### config.mk
export PLATFORM = sky130hd
export DESIGN_NAME = pe_mult_seq
export DESIGN_NICKNAME = d
export VERILOG_FILES = /design/src/rtl/pe_mult_seq.sv
export SDC_FILE = /design/constraint.sdc
export NUM_CORES = 1
export LEC_CHECK = 0
export ABC_AREA = 0
export BUFFER_PORTS_ARGS = -buffer_cell sky130_fd_sc_hd__buf_2
export CAP_MARGIN = 20
export CORE_ASPECT_RATIO = 1.25
export CORE_MARGIN = 2
export CORE_UTILIZATION = 60
export CTS_BUF_LIST = sky130_fd_sc_hd__clkbuf_16
export DETAILED_ROUTE_END_ITERATION = 8
export PLACE_DENSITY = 0.91
export SLEW_MARGIN = 20
export SYNTH_ARGS = -nofsm -noshare
export SYNTH_HDL_FRONTEND = slang
export SYNTH_SLANG_ARGS = --single-unit
export TNS_END_PERCENT = 50
### constraint.sdc
create_clock -name clk -period 5 [get_ports clk]
set_clock_uncertainty 0.05 [all_clocks]
set_input_delay 0.25 -clock clk [delete_from_list [all_inputs] [get_ports clk]]
set_output_delay 0.25 -clock clk [all_outputs]
set_load 0.02 [all_outputs]
### src/rtl/pe_mult_seq.sv
// Sequential shift-add multiplier: retires BITS_PER_CYCLE multiplier bits per cycle and
// produces the full 2*WIDTH-bit product, unsigned or two's-complement per transaction.
module pe_mult_seq #(
  parameter int unsigned WIDTH          = 32,
  parameter int unsigned BITS_PER_CYCLE = 1
) (
  input  logic                 clk,
  input  logic                 rst_n,
  input  logic                 in_valid,
  output logic                 in_ready,
  input  logic [WIDTH-1:0]     a,
  input  logic [WIDTH-1:0]     b,
  input  logic                 is_signed,
  output logic                 out_valid,
  input  logic                 out_ready,
  output logic [2*WIDTH-1:0]   mult,
  output logic                 busy
);

  localparam int unsigned N    = WIDTH / BITS_PER_CYCLE;
  localparam int unsigned CntW = (N > 1) ? $clog2(N) : 1;
  localparam int unsigned PW   = 2 * WIDTH;

  typedef enum logic [1:0] {StIdle, StCalc, StSign, StDone} state_e;

  state_e                    state_q, state_d;
  logic [PW-1:0]             mcand_q, mcand_d;   // |a|, pre-shifted to the current bit position
  logic [WIDTH-1:0]          mplier_q, mplier_d; // remaining bits of |b|, LSB first
  logic                      neg_q, neg_d;
  logic [PW-1:0]             acc_q, acc_d;
  logic [PW-1:0]             mult_q, mult_d;
  logic [CntW-1:0]           cnt_q, cnt_d;

  logic [WIDTH-1:0]          a_mag, b_mag;
  logic [BITS_PER_CYCLE-1:0] chunk;
  logic [PW-1:0]             partial;

  // Magnitudes stay WIDTH-bit unsigned, so -2^(W-1) maps to 2^(W-1) without overflow.
  assign a_mag   = (is_signed && a[WIDTH-1]) ? (~a) + WIDTH'(1) : a;
  assign b_mag   = (is_signed && b[WIDTH-1]) ? (~b) + WIDTH'(1) : b;
  assign chunk   = mplier_q[BITS_PER_CYCLE-1:0];
  assign partial = mcand_q * PW'(chunk);

  // Next-state and datapath updates.
  always_comb begin
    state_d  = state_q;
    mcand_d  = mcand_q;
    mplier_d = mplier_q;
    neg_d    = neg_q;
    acc_d    = acc_q;
    mult_d   = mult_q;
    cnt_d    = cnt_q;
    case (state_q)
      StIdle: begin
        if (in_valid) begin
          mcand_d  = PW'(a_mag);
          mplier_d = b_mag;
          neg_d    = is_signed & (a[WIDTH-1] ^ b[WIDTH-1]);
          acc_d    = '0;
          cnt_d    = CntW'(N - 1);
          state_d  = StCalc;
        end
      end
      StCalc: begin
        acc_d    = acc_q + partial;
        mcand_d  = mcand_q << BITS_PER_CYCLE;
        mplier_d = mplier_q >> BITS_PER_CYCLE;
        if (cnt_q == '0) begin
          state_d = StSign;
        end else begin
          cnt_d = cnt_q - CntW'(1);
        end
      end
      StSign: begin
        mult_d  = neg_q ? (~acc_q) + PW'(1) : acc_q;
        state_d = StDone;
      end
      StDone: begin
        if (out_ready) state_d = StIdle;
      end
      default: state_d = StIdle;
    endcase
  end

  // State and datapath registers; reset aborts any operation in flight.
  always_ff @(posedge clk or negedge rst_n) begin
    if (!rst_n) begin
      state_q  <= StIdle;
      mcand_q  <= '0;
      mplier_q <= '0;
      neg_q    <= 1'b0;
      acc_q    <= '0;
      mult_q   <= '0;
      cnt_q    <= '0;
    end else begin
      state_q  <= state_d;
      mcand_q  <= mcand_d;
      mplier_q <= mplier_d;
      neg_q    <= neg_d;
      acc_q    <= acc_d;
      mult_q   <= mult_d;
      cnt_q    <= cnt_d;
    end
  end

  assign in_ready  = (state_q == StIdle);
  assign out_valid = (state_q == StDone);
  assign busy      = (state_q != StIdle);
  assign mult      = mult_q;

endmodule

==> results.yml <==
run_status:
  outcome: "complete, no violations"
floorplan:
  floorplan.die_area_um2: 27400
  coreArea_um2: 25800
  placement_rows: 66
  start_util_pct: 60.5
  io_pins: 136
  die_h_um: 185
  die_width_um: 148
run:
  cap_violations: 0
global_route:
  grt_pass1_vias: 13600
  grt_max_degree: 162
  overflow: 0
  grt_pass1_wl_um: 66100
  grt_usage_pct: 29.1
  antenna_found_initial: 1
cells_and_area:
  fillCellCount: 2061
  fin_util_pct: 67.0
  nNetsFinal: 2097
  drive_gt1_share_pct: 11.0
  area_growth_pct: 10.7
  diodes: 0
clock_tree:
  numCtsBuffers: 24
  clkLatencyLatePin_ps: 530
  clock_path_buffers: 3
  cts_max_level: 1
  cts_tree: "built"
  cts_root_buffer: "clkbuf_16"
  clock_sinks: 232
  cts.clk_slew.worst_paths_ps: 70
sta:
  period_needed_ps: 4350
  setup_tns_ps: 0
  max_freq_mhz: 230
  maxSlewViolCount: 0
  tightest_slew_ps: 854
  rsz0062_at_grt: "no"
  setup_viol: 0
  slew_headroom_pct: 42.6
  fin_crit_sh_pct: 87.1
  hold-worst-slack_ps: 18.2
  finalHoldViolations: 0
yosys:
  synth_cell_types: 68
  yosys-top-cells-area: "dfrtp_1 (37%), o21ai_0 (6.9%), a21oi_1 (6.9%), xor2_1 (6.5%), ha_1 (5.8%)"
  synth_cells: 1895
  synth-seq-cells: 232
  synth.most_common_cell: "dfrtp_1"
  syn-mean-instance-area_um2: 8.26
  syn_nets: 2037
  synth_commonest_cells: "dfrtp_1 (232), nand2_1 (225), o21ai_0 (216), a21oi_1 (215), nor2_1 (166)"
  synth_async_sr_flop_share_pct: 100
  synth_edf_count: 0
  seq_area_frac_synth_pct: 37.1
  yosys_warnings: 0
  synth_top_flop_cell: "dfrtp_1"
  netlist_area_um2: 15600
  yosysTopAreaCell: "dfrtp_1"
  netlist.area_leader.share_pct: 37.1
detailed_routing:
  drcViolationCount: 0
  routed_wl_um: 40100
  viasPerCell: 6.12
  ant_nets: 0
  first_pass_iters: 5
  wl_per_cell_um: 17.3
  first_iter_violations: 1019
  vias: 14200
power_and_ir_drop:
  p_per_area_nw_per_um2: 546
  power_leakage_nw: 7.79
  switching_share_pct: 45.3
  clkPwrFrac_pct: 19.5
  seq_power_share_pct: 34.0
  peakVddDrop_v: 0.000426
  p_sw_mw: 4.28
  intPower_mw: 5.18
  combPwrFrac_pct: 46.6
worst_hold_path:
  worstHoldPathType: "in -> reg"
setup_path:
  crit_arrival_ps: 4750
  critical_path_class: "reg -> reg"
  cp_cell_sequence: "buf_4, and2_1, ha_1, a21o_1, o21bai_1, a211oi_1, o221ai_1, a211oi_1, o211ai_1, a21boi_0, o21ai_0, a2111oi_0, a41oi_1, o21ai_0"
  critPathLaunchType: "register"
  cp_slowest_cell: "dfrtp_2"
  cp.required_ps: 5400
  critPathMaxStageDelay_ps: 590
  worst_setup_path_end_kind: "register"
  cp_max_fo: 39
placement:
  dpl.hpwl_um: 29000
  finalWeightedCongestion: 0.959
  portBuffers: 135
## cell usage in the layout (no fill, tap or decap), types with 55 or more instances in the layout
cell and count:
dfrtp_1 230, nand2_1 225, o21ai_0 215, a21oi_1 215
nor2_1 166, buf_2 134, xor2_1 117, and2_1 71
ha_1 70, xnor2_1 55
## final cells by class
| cell class | instances | area (um^2) | share of cell area [%] |
|---|---|---|---|
| clock buffers | 25 | 626 | 3.61 |
| repair buffers | 150 | 843 | 4.87 |
| well taps | 340 | 425 | 2.46 |
| clock inverters | 18 | 176 | 1.02 |
| inverters | 34 | 128 | 0.737 |
| multi-input cells | 1513 | 9310 | 53.8 |
| flip-flops and latches | 232 | 5810 | 33.6 |
## flip-flops by register name, summed over array words and instances, names as in the netlist
register / count
acc_q: 64
cnt_q: 5
mcand_q: 64
mplier_q: 32
mult: 64
neg_q: 1
state_q: 2
## timing repair
action | CTS | global route
hold endpoints to repair | 88 | 0
resized for setup | 0 | 1
setup buffers | 0 | 0
hold buffers | 5 | 0
endpoints found under the setup margin | 0 | 1
## logic make-up (layout without fill, tap and decap cells)
family,after synthesis,after routing,share of synthesized area [%]
simple gates,630,630,19.1
compound gates,628,628,24.0
flops,232,232,37.1
xor+xnor,172,172,9.63
buf+inv,150,227,3.62
fa+ha+maj,73,73,5.89
mux,10,10,0.720
## path summary, 6_finish.rpt
| path | from | to | slack, ps | cells after the start |
|---|---|---|---|---|
| worst max-delay path | mplier_q[0]$_DFFE_PN0P_ | acc_q[59]$_DFFE_PN0P_ | 650 | 14 |
| worst min-delay path | a[30] | mcand_q[30]$_DFFE_PN0P_ | 20 | 4 |
| worst max register to register | mplier_q[0]$_DFFE_PN0P_ | acc_q[59]$_DFFE_PN0P_ | 650 | 14 |
| worst min register to register | mplier_q[2]$_DFFE_PN0P_ | mplier_q[2]$_DFFE_PN0P_ | 430 | 2 |
| max in group asynchronous | rst_n | mult[52]$_DFFE_PN0P_ | 3430 | 3 |
| min in group asynchronous | rst_n | mcand_q[19]$_DFFE_PN0P_ | 230 | 2 |
## worst max-delay path, delay by kind of cell (launching register included)
family	cells	cell delay, ps
AOI/OAI and AO/OA	11	2770
DFF	1	590
buffers and inverters	1	380
adders and majority gates	1	290
and+or+nand+nor	1	180
## per-layer routing
layer	part of all wire [%]	vias to the layer above	global-route usage, %
li1	-	6835	-
met1	43	6744	38.5
met2	49	505	49.9
met3	6.0	73	3.76
met4	2.7	2	8.69
met5	0.032	-	0
## power by group through the flow
stage,combinational [mW],sequential (mW),clock [mW]
6_report,4.41,3.21,1.84
5_1_grt,4.91,3.30,1.94
4_1_cts,4.39,3.20,1.86
3_5_place_dp,4.36,3.22,0
3_3_place_gp,4.20,3.18,0
2_1_floorplan,3.01,3.28,0
## stage by stage
| stage | cell area, um^2 | power, mW | instances | worst slack [ps] |
|---|---|---|---|---|
| after detailed placement | 16400 | 7.58 | 2263 | 495 |
| final | 17300 | 9.46 | 2312 | 646 |
| after CTS | 17300 | 9.45 | 2311 | 494 |
| after global placement | 16400 | 7.38 | 2263 | 681 |
| after global routing | 17300 | 10.1 | 2312 | 224 |
| after floorplan | 15600 | 6.29 | 1895 | 1230 |
No activity file was read; power rests on OpenSTA's default activity.
